**config.mk**
```make
export PLATFORM = sky130hd
export DESIGN_NAME = conv3d_loop_scheduler_flat
export DESIGN_NICKNAME = d
export VERILOG_FILES = /design/src/rtl/conv3d_loop_scheduler_if.sv /design/src/rtl/conv3d_loop_scheduler.sv /design/src/flat_wrapper.sv
export SDC_FILE = /design/constraint.sdc
export NUM_CORES = 1
export LEC_CHECK = 0
export BUFFER_PORTS_ARGS = -buffer_cell sky130_fd_sc_hd__buf_4
export CAP_MARGIN = 20
export CELL_PAD_IN_SITES_DETAIL_PLACEMENT = 1
export CELL_PAD_IN_SITES_GLOBAL_PLACEMENT = 1
export CORE_UTILIZATION = 30
export CTS_BUF_LIST = sky130_fd_sc_hd__clkbuf_16
export CTS_CLUSTER_DIAMETER = 40
export DETAILED_ROUTE_END_ITERATION = 10
export GPL_TIMING_DRIVEN = 0
export MAX_ROUTING_LAYER = met4
export PLACE_DENSITY = 0.69
export SLEW_MARGIN = 0
export SYNTH_ARGS = -nofsm -noshare
export SYNTH_HDL_FRONTEND = slang
export SYNTH_SLANG_ARGS = --single-unit
```
**constraint.sdc**
```tcl
create_clock -name clk -period 10.65 [get_ports clk]
set_input_delay 0.5325 -clock clk [delete_from_list [all_inputs] [get_ports clk]]
set_output_delay 0.5325 -clock clk [all_outputs]
set_load 0.005 [all_outputs]
```
**src/rtl/conv3d_loop_scheduler_if.sv**
```systemverilog
// -----------------------------------------------------------------------------
// conv3d_loop_scheduler_if
// Beat bus between the 3-D convolution loop scheduler and the MAC datapath.
//
// Parameters
//   DIM_W      width of every loop index (must match the scheduler's DIM_W)
//
// Signals
//   mac_valid  scheduler -> datapath  index tuple valid this cycle
//   mac_ready  datapath -> scheduler  datapath accepts the tuple this cycle
//   idx_*      scheduler -> datapath  current loop indices
//   in_d/h/w   scheduler -> datapath  input coordinates (DIM_W+1 bits)
//   acc_first  scheduler -> datapath  first term of an output-point accumulation
//   acc_last   scheduler -> datapath  last term of an output-point accumulation
//
// Modports
//   master     scheduler side
//   slave      datapath side
// -----------------------------------------------------------------------------
interface conv3d_loop_scheduler_if #(
   parameter int DIM_W = 8
);
   logic             mac_valid;
   logic             mac_ready;
   logic [DIM_W-1:0] idx_oc;
   logic [DIM_W-1:0] idx_od;
   logic [DIM_W-1:0] idx_oh;
   logic [DIM_W-1:0] idx_ow;
   logic [DIM_W-1:0] idx_ic;
   logic [DIM_W-1:0] idx_kd;
   logic [DIM_W-1:0] idx_kh;
   logic [DIM_W-1:0] idx_kw;
   logic [DIM_W:0]   in_d;
   logic [DIM_W:0]   in_h;
   logic [DIM_W:0]   in_w;
   logic             acc_first;
   logic             acc_last;

   modport master (
      output mac_valid,
      input  mac_ready,
      output idx_oc, idx_od, idx_oh, idx_ow, idx_ic, idx_kd, idx_kh, idx_kw,
      output in_d, in_h, in_w,
      output acc_first, acc_last
   );

   modport slave (
      input  mac_valid,
      output mac_ready,
      input  idx_oc, idx_od, idx_oh, idx_ow, idx_ic, idx_kd, idx_kh, idx_kw,
      input  in_d, in_h, in_w,
      input  acc_first, acc_last
   );
endinterface

```
**src/rtl/conv3d_loop_scheduler.sv**
```systemverilog
// -----------------------------------------------------------------------------
// conv3d_loop_scheduler
// Walks the eight nested loops of a stride-1, unpadded 3-D convolution
// (oc, od, oh, ow, ic, kd, kh, kw; kw innermost) and presents one index tuple
// per beat to a MAC datapath over a valid/ready handshake.
//
// Parameters
//   DIM_W   width of every configuration dimension and loop index
//   CNT_W   width of the stall counter (only used with CONV3D_SCHED_PERF_EN)
//
// Ports
//   clk, rst       clock, synchronous active-high reset
//   start          one-cycle pass request, honoured only in IDLE
//   cfg_oc..cfg_k  out-channels, output depth/height/width, in-channels,
//                  cubic kernel size; latched when start is accepted
//   mac            beat bus (master modport): mac_valid/mac_ready, indices,
//                  input coordinates, acc_first/acc_last
//   busy           high while tuples are being issued
//   done           one-cycle pulse when a pass finishes
//   stall_cnt      cycles with mac_valid && !mac_ready in the current pass,
//                  saturating; present only when CONV3D_SCHED_PERF_EN is defined
//
// Build option
//   CONV3D_SCHED_PERF_EN   adds the stall_cnt performance counter
// -----------------------------------------------------------------------------
module conv3d_loop_scheduler #(
   parameter int DIM_W = 8,
   parameter int CNT_W = 32
) (
   input  logic                     clk,
   input  logic                     rst,
   input  logic                     start,
   input  logic [DIM_W-1:0]         cfg_oc,
   input  logic [DIM_W-1:0]         cfg_od,
   input  logic [DIM_W-1:0]         cfg_oh,
   input  logic [DIM_W-1:0]         cfg_ow,
   input  logic [DIM_W-1:0]         cfg_ic,
   input  logic [DIM_W-1:0]         cfg_k,
   conv3d_loop_scheduler_if.master  mac,
   output logic                     busy,
   output logic                     done
`ifdef CONV3D_SCHED_PERF_EN
   ,
   output logic [CNT_W-1:0]         stall_cnt
`endif
);

   localparam logic [DIM_W-1:0] ONE = DIM_W'(1);

   if (CNT_W < 1) begin : g_cnt_w_check
      $error("CNT_W must be at least 1");
   end

   typedef enum logic [1:0] {
      ST_IDLE,
      ST_RUN,
      ST_DONE
   } state_t;

   state_t state;

   // Latched configuration
   logic [DIM_W-1:0] oc_r, od_r, oh_r, ow_r, ic_r, k_r;

   // Per-loop terminal values (cfg - 1)
   logic [DIM_W-1:0] oc_m, od_m, oh_m, ow_m, ic_m, k_m;

   assign oc_m = oc_r - ONE;
   assign od_m = od_r - ONE;
   assign oh_m = oh_r - ONE;
   assign ow_m = ow_r - ONE;
   assign ic_m = ic_r - ONE;
   assign k_m  = k_r  - ONE;

   // Carry chain: each loop advances only when every inner loop wraps.
   logic c_kh, c_kd, c_ic, c_ow, c_oh, c_od, c_oc, last_all;

   assign c_kh     = (mac.idx_kw == k_m);
   assign c_kd     = c_kh & (mac.idx_kh == k_m);
   assign c_ic     = c_kd & (mac.idx_kd == k_m);
   assign c_ow     = c_ic & (mac.idx_ic == ic_m);
   assign c_oh     = c_ow & (mac.idx_ow == ow_m);
   assign c_od     = c_oh & (mac.idx_oh == oh_m);
   assign c_oc     = c_od & (mac.idx_od == od_m);
   assign last_all = c_oc & (mac.idx_oc == oc_m);

   function automatic logic [DIM_W-1:0] step_idx(
      input logic [DIM_W-1:0] idx,
      input logic [DIM_W-1:0] max_v,
      input logic             adv
   );
      if (!adv)
         return idx;
      return (idx == max_v) ? '0 : idx + ONE;
   endfunction

   logic [DIM_W-1:0] nxt_oc, nxt_od, nxt_oh, nxt_ow, nxt_ic, nxt_kd, nxt_kh, nxt_kw;
   logic [DIM_W:0]   nxt_in_d, nxt_in_h, nxt_in_w;
   logic             nxt_first, nxt_last;

   always_comb begin
      nxt_kw    = step_idx(mac.idx_kw, k_m,  1'b1);
      nxt_kh    = step_idx(mac.idx_kh, k_m,  c_kh);
      nxt_kd    = step_idx(mac.idx_kd, k_m,  c_kd);
      nxt_ic    = step_idx(mac.idx_ic, ic_m, c_ic);
      nxt_ow    = step_idx(mac.idx_ow, ow_m, c_ow);
      nxt_oh    = step_idx(mac.idx_oh, oh_m, c_oh);
      nxt_od    = step_idx(mac.idx_od, od_m, c_od);
      nxt_oc    = step_idx(mac.idx_oc, oc_m, c_oc);
      nxt_in_d  = {1'b0, nxt_od} + {1'b0, nxt_kd};
      nxt_in_h  = {1'b0, nxt_oh} + {1'b0, nxt_kh};
      nxt_in_w  = {1'b0, nxt_ow} + {1'b0, nxt_kw};
      nxt_first = (nxt_ic == '0) && (nxt_kd == '0) && (nxt_kh == '0) && (nxt_kw == '0);
      nxt_last  = (nxt_ic == ic_m) && (nxt_kd == k_m) && (nxt_kh == k_m) && (nxt_kw == k_m);
   end

   logic cfg_zero;
   logic cfg_single;

   assign cfg_zero   = (cfg_oc == '0) || (cfg_od == '0) || (cfg_oh == '0) ||
                       (cfg_ow == '0) || (cfg_ic == '0) || (cfg_k  == '0);
   assign cfg_single = (cfg_ic == ONE) && (cfg_k == ONE);

   always_ff @(posedge clk) begin
      if (rst) begin
         state         <= ST_IDLE;
         oc_r          <= '0;
         od_r          <= '0;
         oh_r          <= '0;
         ow_r          <= '0;
         ic_r          <= '0;
         k_r           <= '0;
         mac.mac_valid <= 1'b0;
         mac.idx_oc    <= '0;
         mac.idx_od    <= '0;
         mac.idx_oh    <= '0;
         mac.idx_ow    <= '0;
         mac.idx_ic    <= '0;
         mac.idx_kd    <= '0;
         mac.idx_kh    <= '0;
         mac.idx_kw    <= '0;
         mac.in_d      <= '0;
         mac.in_h      <= '0;
         mac.in_w      <= '0;
         mac.acc_first <= 1'b0;
         mac.acc_last  <= 1'b0;
         busy          <= 1'b0;
         done          <= 1'b0;
      end else begin
         case (state)
            ST_IDLE: begin
               done <= 1'b0;
               if (start) begin
                  oc_r       <= cfg_oc;
                  od_r       <= cfg_od;
                  oh_r       <= cfg_oh;
                  ow_r       <= cfg_ow;
                  ic_r       <= cfg_ic;
                  k_r        <= cfg_k;
                  mac.idx_oc <= '0;
                  mac.idx_od <= '0;
                  mac.idx_oh <= '0;
                  mac.idx_ow <= '0;
                  mac.idx_ic <= '0;
                  mac.idx_kd <= '0;
                  mac.idx_kh <= '0;
                  mac.idx_kw <= '0;
                  mac.in_d   <= '0;
                  mac.in_h   <= '0;
                  mac.in_w   <= '0;
                  if (cfg_zero) begin
                     // Empty iteration space: report completion without issuing tuples.
                     state         <= ST_DONE;
                     done          <= 1'b1;
                     mac.acc_first <= 1'b0;
                     mac.acc_last  <= 1'b0;
                  end else begin
                     state         <= ST_RUN;
                     mac.mac_valid <= 1'b1;
                     busy          <= 1'b1;
                     mac.acc_first <= 1'b1;
                     mac.acc_last  <= cfg_single;
                  end
               end
            end

            ST_RUN: begin
               // mac_valid is constantly high in RUN, so ready alone marks a transfer.
               if (mac.mac_ready) begin
                  if (last_all) begin
                     state         <= ST_DONE;
                     mac.mac_valid <= 1'b0;
                     busy          <= 1'b0;
                     done          <= 1'b1;
                     mac.acc_first <= 1'b0;
                     mac.acc_last  <= 1'b0;
                  end else begin
                     mac.idx_oc    <= nxt_oc;
                     mac.idx_od    <= nxt_od;
                     mac.idx_oh    <= nxt_oh;
                     mac.idx_ow    <= nxt_ow;
                     mac.idx_ic    <= nxt_ic;
                     mac.idx_kd    <= nxt_kd;
                     mac.idx_kh    <= nxt_kh;
                     mac.idx_kw    <= nxt_kw;
                     mac.in_d      <= nxt_in_d;
                     mac.in_h      <= nxt_in_h;
                     mac.in_w      <= nxt_in_w;
                     mac.acc_first <= nxt_first;
                     mac.acc_last  <= nxt_last;
                  end
               end
            end

            ST_DONE: begin
               done  <= 1'b0;
               state <= ST_IDLE;
            end

            default: begin
               state         <= ST_IDLE;
               mac.mac_valid <= 1'b0;
               busy          <= 1'b0;
               done          <= 1'b0;
            end
         endcase
      end
   end

`ifdef CONV3D_SCHED_PERF_EN
   always_ff @(posedge clk) begin
      if (rst) begin
         stall_cnt <= '0;
      end else if ((state == ST_IDLE) && start) begin
         stall_cnt <= '0;
      end else if (mac.mac_valid && !mac.mac_ready && (stall_cnt != '1)) begin
         stall_cnt <= stall_cnt + CNT_W'(1);
      end
   end
`endif

endmodule

```
**src/flat_wrapper.sv**
```systemverilog
// flat-port wrapper written by rule: the top's interface ports become plain ports
module conv3d_loop_scheduler_flat 
#(
   parameter int DIM_W = 8,
   parameter int CNT_W = 32
)
  (clk, rst, start, cfg_oc, cfg_od, cfg_oh, cfg_ow, cfg_ic, cfg_k, busy, done, mac_mac_valid, mac_mac_ready, mac_idx_oc, mac_idx_od, mac_idx_oh, mac_idx_ow, mac_idx_ic, mac_idx_kd, mac_idx_kh, mac_idx_kw, mac_in_d, mac_in_h, mac_in_w, mac_acc_first, mac_acc_last);
  conv3d_loop_scheduler_if #(.DIM_W(DIM_W)) mac_i ();
  input  logic clk;
  input  logic rst;
  input  logic start;
  input  logic [DIM_W-1:0] cfg_oc;
  input  logic [DIM_W-1:0] cfg_od;
  input  logic [DIM_W-1:0] cfg_oh;
  input  logic [DIM_W-1:0] cfg_ow;
  input  logic [DIM_W-1:0] cfg_ic;
  input  logic [DIM_W-1:0] cfg_k;
  output logic busy;
  output logic done;
  output wire logic [$bits(mac_i.mac_valid)-1:0] mac_mac_valid;
  input wire logic [$bits(mac_i.mac_ready)-1:0] mac_mac_ready;
  output wire logic [$bits(mac_i.idx_oc)-1:0] mac_idx_oc;
  output wire logic [$bits(mac_i.idx_od)-1:0] mac_idx_od;
  output wire logic [$bits(mac_i.idx_oh)-1:0] mac_idx_oh;
  output wire logic [$bits(mac_i.idx_ow)-1:0] mac_idx_ow;
  output wire logic [$bits(mac_i.idx_ic)-1:0] mac_idx_ic;
  output wire logic [$bits(mac_i.idx_kd)-1:0] mac_idx_kd;
  output wire logic [$bits(mac_i.idx_kh)-1:0] mac_idx_kh;
  output wire logic [$bits(mac_i.idx_kw)-1:0] mac_idx_kw;
  output wire logic [$bits(mac_i.in_d)-1:0] mac_in_d;
  output wire logic [$bits(mac_i.in_h)-1:0] mac_in_h;
  output wire logic [$bits(mac_i.in_w)-1:0] mac_in_w;
  output wire logic [$bits(mac_i.acc_first)-1:0] mac_acc_first;
  output wire logic [$bits(mac_i.acc_last)-1:0] mac_acc_last;
  assign mac_mac_valid = mac_i.mac_valid;
  assign mac_i.mac_ready = mac_mac_ready;
  assign mac_idx_oc = mac_i.idx_oc;
  assign mac_idx_od = mac_i.idx_od;
  assign mac_idx_oh = mac_i.idx_oh;
  assign mac_idx_ow = mac_i.idx_ow;
  assign mac_idx_ic = mac_i.idx_ic;
  assign mac_idx_kd = mac_i.idx_kd;
  assign mac_idx_kh = mac_i.idx_kh;
  assign mac_idx_kw = mac_i.idx_kw;
  assign mac_in_d = mac_i.in_d;
  assign mac_in_h = mac_i.in_h;
  assign mac_in_w = mac_i.in_w;
  assign mac_acc_first = mac_i.acc_first;
  assign mac_acc_last = mac_i.acc_last;
  conv3d_loop_scheduler #(.DIM_W(DIM_W), .CNT_W(CNT_W)) u_core (.clk(clk), .rst(rst), .start(start), .cfg_oc(cfg_oc), .cfg_od(cfg_od), .cfg_oh(cfg_oh), .cfg_ow(cfg_ow), .cfg_ic(cfg_ic), .cfg_k(cfg_k), .mac(mac_i), .busy(busy), .done(done));
endmodule
```
==> impl_metrics.env, run 1 <==
export IMPL_syn_area_sq_mm=0.0108
export IMPL_skew_ns=0.0150
export IMPL_routabilityCongestion=0.953
export IMPL_required_ns=11.03
export IMPL_path_clk_slew_ns=0.07
export IMPL_drt_iter0_drc=801
export IMPL_synthDistinctLibCells=85
export IMPL_ys_ff_latch=145
export IMPL_post_dp_hpwl_mm=38.3
export IMPL_postLayoutCoreUtil=0.367
export IMPL_hold_depth=3
export IMPL_cts_htree_levels=4
export IMPL_coreArea_sq_mm=0.0356
export IMPL_clock_latency_ns=0.46
export IMPL_max_stage_delay_ns=0.76
export IMPL_wl_per_cell_um=22.7
export IMPL_hold_path_class="input port to flop"
export IMPL_slew_violations=0
export IMPL_ys_warn_count=0
export IMPL_dr_pass1_iters=5
export IMPL_yosys_most_used_dff="dfxtp_1"
export IMPL_grt_max_degree=17
export IMPL_io_pins=148
export IMPL_worst_path_buf_inv=4
export IMPL_layout_drive_gt1_share=0.127
export IMPL_peakVddDrop_uv=116
export IMPL_cts_inserted_buffers=17
export IMPL_r2r_start="u_core.k_r[0]$_SDFFE_PP0P_"
export IMPL_reg2reg_depth=23
export IMPL_die_w_um=192
export IMPL_cp_startpoint="u_core.k_r[0]$_SDFFE_PP0P_"
export IMPL_grtUsageMet2=0.437
export IMPL_syn2layout_area_growth_pct=20.5
export IMPL_dp_slack_ns=3.84
export IMPL_hold_start="cfg_od[1]"
export IMPL_syn_num_nets=1572
export IMPL_antenna_found_initial=2
export IMPL_r2r_slack_ns=3.72
export IMPL_grt_pass1_wl_mm=72.7
export IMPL_max_slew_worst_pin_slew_ns=1.09
export IMPL_initial_core_util=0.305
export IMPL_p_leak_nw=5.08
export IMPL_r2r_end="u_core.mac.in_h[7]$_SDFFE_PP0P_"
export IMPL_finalCriticalPeriod_ns=6.93
export IMPL_met1_usage=0.336
export IMPL_worstPathMaxFanout=10
export IMPL_setup_viol=0
export IMPL_post_route_cell_area_sq_mm=0.0131
export IMPL_setup_ws_ns=3.72
export IMPL_cts_tree="built"
export IMPL_cp_arrival_ns=7.31
export IMPL_grt_use_met3=0.0510
export IMPL_avgSynthCellArea_sq_um=7.33
export IMPL_placedInstanceArea_sq_mm=0.0125
export IMPL_maxCapViolations=0
export IMPL_seq_area_frac_synth=0.268
export IMPL_worstSetupPathType="flop to flop"
export IMPL_routed_wl_mm=48.1
export IMPL_io_buffers=146
export IMPL_cts_root_buf="clkbuf_16"
export IMPL_worst_setup_path_start_kind="flop"
export IMPL_ant_nets=0
export IMPL_status="completed"
export IMPL_synthArstFlopShare=0
export IMPL_cts_hold_buffers=0
export IMPL_synth_edf_count=0
export IMPL_cpLargestDelayFamily="simple AND/OR/NAND/NOR gates"
export IMPL_post_cts_buffers=0
export IMPL_final_nets=1737
export IMPL_track_usage=0.273
export IMPL_period_share=0.651
export IMPL_worst_slew_margin_rel=0.267
export IMPL_top_usage_layer="met2"
export IMPL_clock_sinks=145
export IMPL_cellPowerDensity_mw_per_mm2=113
export IMPL_crit_slowest_cell="nor2_1"
export IMPL_cp_end_kind="flop"
export IMPL_overflow=0
export IMPL_fin_tns_setup_ns=0
export IMPL_via_count=12000
export IMPL_finalHoldViolCount=0
export IMPL_cp_cell_sequence="buf_2 > inv_1 > ha_1 > clkbuf_1 > nor3b_1 > xnor3_1 > nand4_1 > and4b_1 > nand4_1 > nor2_1 > nand3_1 > clkbuf_1 > o21ai_0 > ha_1 > a21o_1 > a21o_1 > a21o_1 > a21oi_1 > o21bai_1 > a21oi_1 > xnor2_1 > nand3_1 > a21oi_1"
export IMPL_max_freq_mhz=144
export IMPL_fp_dieH_um=192
export IMPL_whs_endpoint="u_core.od_r[1]$_SDFFE_PP0P_"
export IMPL_fp_dieArea_sq_mm=0.0369
export IMPL_rsz0062_at_grt="no"
export IMPL_grt_pass1_vias=11900
export IMPL_drcViolationCount=0
export IMPL_cts_resized_gates=0
export IMPL_cts_max_path_buffers=2
export IMPL_rows=69
export IMPL_holdWs_ns=0.326
export IMPL_synth_cells=1479
export IMPL_vias_per_cell=5.64
## per-layer routing
layer  part of all wire  up-vias
li1                   -     5608
met1               0.43     5900
met2               0.47      361
met3              0.062       90
met4              0.035        0
met5                  0        -
## cell usage in the layout, fill, tap and decap left out, types with 12 or more instances in the layout
master	n
xnor2_1	74
ha_1	38
nand4_1	20
inv_1	34
a21oi_1	158
nand3_1	95
clkbuf_16	17
nor4_1	21
clkbuf_1	82
nor2_1	113
o31ai_1	15
a21o_1	20
nand2_1	229
nand2b_1	24
dfxtp_1	145
nor3_1	41
o21ai_0	64
buf_4	150
xor2_1	45
and3_1	24
nor2b_1	12
or4_1	12
## through the flow
stage / power (mW) / cells
after detailed placement: 0.901 / 2086
after floorplan: 0.785 / 1479
after global routing: 1.54 / 2119
after CTS: 1.48 / 2118
final: 1.47 / 2119
after global placement: 0.893 / 2086
## worst max-delay path by stage
| stage | end | cells after the start |
|---|---|---|
| 6_report | u_core.mac.in_h[7]$_SDFFE_PP0P_ | 23 |
| 5_1_grt | u_core.mac.in_w[7]$_SDFFE_PP0P_ | 23 |
| 4_1_cts | u_core.mac.in_w[7]$_SDFFE_PP0P_ | 23 |
| 3_5_place_dp | u_core.mac.in_w[7]$_SDFFE_PP0P_ | 23 |
| 3_3_place_gp | u_core.mac.in_w[8]$_SDFFE_PP0P_ | 25 |
| 2_1_floorplan | u_core.mac.in_w[8]$_SDFFE_PP0P_ | 25 |
## flip-flops by register name (all words and copies together) (netlist names), 2 cells and up
name / flops
u_core.ic_r: 8
u_core.k_r: 8
u_core.mac.idx_ic: 8
u_core.mac.idx_kd: 8
u_core.mac.idx_kh: 8
u_core.mac.idx_kw: 8
u_core.mac.idx_oc: 8
u_core.mac.idx_od: 8
u_core.mac.idx_oh: 8
u_core.mac.idx_ow: 8
u_core.mac.in_d: 9
u_core.mac.in_h: 9
u_core.mac.in_w: 9
u_core.oc_r: 8
u_core.od_r: 8
u_core.oh_r: 8
u_core.ow_r: 8
u_core.state: 2
## power by group
| group | total, mW | leakage, nW | switching [mW] | internal, mW |
|---|---|---|---|---|
| combinational | 0.318 | 3.64 | 0.207 | 0.111 |
| clock | 0.580 | 0.267 | 0.275 | 0.304 |
| sequential | 0.574 | 1.18 | 0.0179 | 0.556 |
| total | 1.47 | 5.08 | 0.500 | 0.972 |
## final cells by class
type | instances | area (sq um)
clock inverters | 15 | 125
diodes | 1 | 2.50
clock buffers | 17 | 425
fillers | 4481 | 22500
flip-flops and latches | 145 | 2900
multi-input cells | 1197 | 7390
plain buffers | 103 | 423
well taps | 461 | 577
inverters | 34 | 128
repair buffers | 146 | 1100
## cell usage after synthesis (10+ instances only)
cell type / instances / area share
dfxtp_1: 145 / 0.27
xnor2_1: 74 / 0.060
nor2_1: 113 / 0.039
ha_1: 38 / 0.044
nor2b_1: 12 / 0.0069
nand3_1: 95 / 0.044
inv_1: 34 / 0.012
nand2b_1: 24 / 0.014
xor2_1: 45 / 0.036
buf_1: 10 / 0.0035
and3_1: 24 / 0.014
a211oi_1: 11 / 0.0076
nor4_1: 21 / 0.012
mux2i_1: 10 / 0.0092
o21ai_0: 64 / 0.030
o31ai_1: 15 / 0.010
nand2_1: 229 / 0.079
nand4_1: 20 / 0.012
a21oi_1: 158 / 0.073
a21o_1: 20 / 0.014
or4_1: 12 / 0.0083
nor3_1: 41 / 0.019
a22oi_1: 10 / 0.0069
clkbuf_1: 82 / 0.028
## kinds of logic after synthesis
kind of cell,share of synthesized area
DFF,0.268
and+or+nand+nor,0.293
buffers and inverters,0.0508
adders and majority gates,0.0494
AOI/OAI and AO/OA,0.211
xor gates and xnor gates,0.116
muxes,0.0113
## worst reg2reg max path, stage by stage (launching register included)
cell and delay [ns]:
dfxtp_1 0.30, buf_2 0.22, inv_1 0.25, ha_1 0.24, clkbuf_1 0.37, nor3b_1 0.67, xnor3_1 0.23, nand4_1 0.07
and4b_1 0.34, nand4_1 0.42, nor2_1 0.76, nand3_1 0.27, clkbuf_1 0.27, o21ai_0 0.53, ha_1 0.34, a21o_1 0.18
a21o_1 0.19, a21o_1 0.18, a21oi_1 0.23, o21bai_1 0.10, a21oi_1 0.18, xnor2_1 0.20, nand3_1 0.14, a21oi_1 0.17
(Power assumes the default switching activity.)
==> run 2: changes to the inputs <==
--- a/config.mk
+++ b/config.mk
@@ -5,6 +5,7 @@
 export SDC_FILE = /design/constraint.sdc
 export NUM_CORES = 1
 export LEC_CHECK = 0
+export ABC_AREA = 1
 export BUFFER_PORTS_ARGS = -buffer_cell sky130_fd_sc_hd__buf_4
 export CAP_MARGIN = 20
 export CELL_PAD_IN_SITES_DETAIL_PLACEMENT = 1
@@ -15,7 +16,7 @@
 export DETAILED_ROUTE_END_ITERATION = 10
 export GPL_TIMING_DRIVEN = 0
 export MAX_ROUTING_LAYER = met4
-export PLACE_DENSITY = 0.69
+export PLACE_DENSITY = 0.72
 export SLEW_MARGIN = 0
 export SYNTH_ARGS = -nofsm -noshare
 export SYNTH_HDL_FRONTEND = slang
==> constraint.sdc (replaced) <==
create_clock -name clk -period 6.7 [get_ports clk]
set_input_delay 0.335 -clock clk [delete_from_list [all_inputs] [get_ports clk]]
set_output_delay 0.335 -clock clk [all_outputs]
set_load 0.005 [all_outputs]
==> run 2 against run 1 <==
  * Routed wire length down 12%
  * Fmax up 27%
  * Worst setup slack worse by 2.5 ns
  * Sequential share of layout area about the same
  * Die area about the same
  * Largest cell class unchanged
==> impl_metrics.env, run 2 <==
export IMPL_status="completed"
export IMPL_p_int_mw=1.64
export IMPL_finalHoldViolCount=0
export IMPL_total_power_mw=2.55
export IMPL_synthAdderAreaFrac=0.0494
export IMPL_finalCriticalPeriod_ns=5.46
export IMPL_worstSetupPathType="flop to flop"
export IMPL_whs_endpoint="u_core.oc_r[7]$_SDFFE_PP0P_"
export IMPL_track_usage=0.243
export IMPL_final_cell_mix="502 x nand2_1, 214 x inv_1, 153 x buf_4"
export IMPL_io_buffers=147
export IMPL_max_slew_worst_pin_slew_ns=0.846
export IMPL_synth_edf_count=0
export IMPL_grt_pass1_vias=12000
export IMPL_rows=69
export IMPL_r2r_start="u_core.k_r[0]$_SDFFE_PP0P_"
export IMPL_post_cts_buffers=0
export IMPL_maxCapViolations=0
export IMPL_rsz0062_at_grt="no"
export IMPL_synth_most_common_cell="nand2_1"
export IMPL_routed_wl_mm=42.1
export IMPL_hold_path_class="input port to flop"
export IMPL_reg2reg_depth=32
export IMPL_hold_start="cfg_oc[7]"
export IMPL_synth_cells=1733
export IMPL_switching_share=0.358
export IMPL_overflow=0
export IMPL_avgSynthCellArea_sq_um=6.25
export IMPL_worst_slew_margin_rel=0.436
export IMPL_drcViolationCount=0
export IMPL_reg_top3="u_core.mac.in_d x9, u_core.mac.in_h x9, u_core.mac.in_w x9"
export IMPL_worstPathMaxFanout=10
export IMPL_cts_tree="built"
export IMPL_dr_wl_met2_mm=20.3
export IMPL_cts_max_path_buffers=2
export IMPL_peakVddDrop_uv=168
export IMPL_fp_dieArea_sq_mm=0.0369
export IMPL_yosys_most_used_dff="dfxtp_1"
export IMPL_ant_nets=0
export IMPL_grt_max_degree=17
export IMPL_top_layer="met4"
export IMPL_coreArea_sq_mm=0.0356
export IMPL_io_pins=148
export IMPL_wl_met3_mm=1.38
export IMPL_max_freq_mhz=183
export IMPL_fin_tns_setup_ns=0
export IMPL_cellPowerDensity_mw_per_mm2=195
export IMPL_crit_slowest_cell="dfxtp_1"
export IMPL_syn_num_nets=1826
export IMPL_slew_violations=0
export IMPL_required_ns=7.08
export IMPL_cts_root_buf="clkbuf_16"
export IMPL_synthTopCellsByCount="502 x nand2_1, 213 x inv_1, 149 x nor2_1"
export IMPL_drt_iter0_drc=564
export IMPL_routabilityCongestion=0.954
export IMPL_via_count=11900
export IMPL_met1Wirelength_mm=19.6
export IMPL_cts_inserted_buffers=17
export IMPL_hold_depth=3
export IMPL_worst_setup_path_start_kind="flop"
export IMPL_p_leak_nw=6.17
export IMPL_synthDistinctLibCells=49
export IMPL_final_common_cell="nand2_1"
export IMPL_yosysTopAreaCellShare=0.268
export IMPL_max_stage_delay_ns=0.31
export IMPL_cts_hold_buffers=0
export IMPL_cp_arrival_ns=5.84
export IMPL_ys_warn_count=0
export IMPL_dr_pass1_iters=5
export IMPL_syn_area_sq_mm=0.0108
export IMPL_setup_viol=0
export IMPL_syn2layout_area_growth_pct=20.7
export IMPL_muxShareOfSynthArea=0
export IMPL_netSwitchingPower_mw=0.914
export IMPL_final_nets=1992
export IMPL_grt_pass1_wl_mm=66.7
export IMPL_synth_compound_area_frac=0.130
export IMPL_synth_largest_area_cell="dfxtp_1"
export IMPL_antenna_found_initial=1
export IMPL_yosys_area_share_simple=0.357
export IMPL_fp_dieH_um=192
export IMPL_clkPwrFrac=0.370
export IMPL_r2r_end="u_core.mac.in_d[7]$_SDFFE_PP0P_"
export IMPL_synthXorXnorAreaFrac=0.0817
export IMPL_wl_per_cell_um=17.7
export IMPL_initial_core_util=0.305
export IMPL_path_clk_slew_ns=0.07
export IMPL_cp_end_kind="flop"
export IMPL_cpMostUsedCell="nand2_1"
export IMPL_layout_drive_gt1_share=0.138
export IMPL_clock_latency_ns=0.45
export IMPL_pwr_share_comb=0.264
export IMPL_skew_ns=0.0110
export IMPL_ys_top_cells_by_area="dfxtp_1 27%, nand2_1 17%, inv_1 7.4%"
export IMPL_seq_area_frac_synth=0.268
export IMPL_cts_resized_gates=0
export IMPL_clock_sinks=145
export IMPL_die_w_um=192
export IMPL_synth_top_family_by_area="simple AND/OR/NAND/NOR gates"
export IMPL_p_seq_frac=0.366
export IMPL_period_share=0.815
export IMPL_r2r_slack_ns=1.24
export IMPL_synthArstFlopShare=0
export IMPL_post_dp_hpwl_mm=34.4
export IMPL_vias_per_cell=5.00
export IMPL_ys_ff_latch=145
export IMPL_cts_htree_levels=4
run 2: power groups by stage:
stage	registers, mW	clock network, mW	logic, mW
floorplan	0.943	0	0.460
global placement	0.951	0	0.650
detailed placement	0.953	0	0.670
CTS	0.933	0.954	0.675
global route	0.938	0.988	0.755
finish	0.933	0.945	0.673
run 2: critical path, delay by kind of cell (launching register included):
family	cells	cell delay, ns
buffers and inverters	7	1.21
and+or+nand+nor	15	2.07
adders and majority gates	2	0.48
xor gates and xnor gates	1	0.30
DFF	1	0.31
AOI/OAI and AO/OA	7	0.99
run 2: logic make-up (layout without fill, tap and decap cells):
kind of cell / count (synthesis) / count (layout)
AO/OA/AOI/OAI: 267 / 267
XOR/XNOR: 101 / 101
adder cells (fa/ha/maj): 41 / 41
buffers and inverters: 286 / 465
flip-flops: 145 / 145
other: 0 / 1
AND/OR/NAND/NOR: 893 / 893
run 2: how the worst max path moves through the flow:
stage,from,to,slack (ns),cells past startpoint
after global routing,u_core.k_r[0]$_SDFFE_PP0P_,u_core.mac.in_h[8]$_SDFFE_PP0P_,0.74,34
after global placement,u_core.k_r[0]$_SDFFE_PP0P_,u_core.mac.in_d[7]$_SDFFE_PP0P_,1.30,32
final,u_core.k_r[0]$_SDFFE_PP0P_,u_core.mac.in_d[7]$_SDFFE_PP0P_,1.24,32
after CTS,u_core.k_r[0]$_SDFFE_PP0P_,u_core.mac.in_d[7]$_SDFFE_PP0P_,1.20,32
after detailed placement,u_core.k_r[0]$_SDFFE_PP0P_,u_core.mac.in_d[7]$_SDFFE_PP0P_,1.22,32
after floorplan,u_core.k_r[0]$_SDFFE_PP0P_,u_core.mac.in_h[8]$_SDFFE_PP0P_,2.63,34
run 2: final cells by class:
| type | count | area, sq um |
|---|---|---|
| diodes | 1 | 2.50 |
| plain buffers | 60 | 377 |
| clock buffers | 17 | 425 |
| clock inverters | 15 | 136 |
| fillers | 4711 | 22500 |
| inverters | 226 | 851 |
| multi-input cells | 1302 | 6700 |
| flip-flops and latches | 145 | 2900 |
| well taps | 461 | 577 |
| repair buffers | 147 | 1100 |
run 2: layer usage:
| layer | GRT usage | up-vias |
|---|---|---|
| met4 | 0.0687 | 0 |
| met3 | 0.0281 | 51 |
| met5 | - | - |
| li1 | - | 5873 |
| met2 | 0.410 | 230 |
| met1 | 0.303 | 5724 |
run 2: through the flow:
stage                     instance area, sq um  setup slack [ns]  std cells  hold WS [ns]   util
after global placement                   12500              1.30       2341         0.460  0.352
after CTS                                13100              1.20       2373         0.148  0.368
after floorplan                          10800              2.63       1733         0.448      -
after detailed placement                 12500              1.22       2341         0.462  0.352
after global routing                     13100             0.737       2374         0.175  0.368
final                                    13100              1.24       2374         0.160  0.368
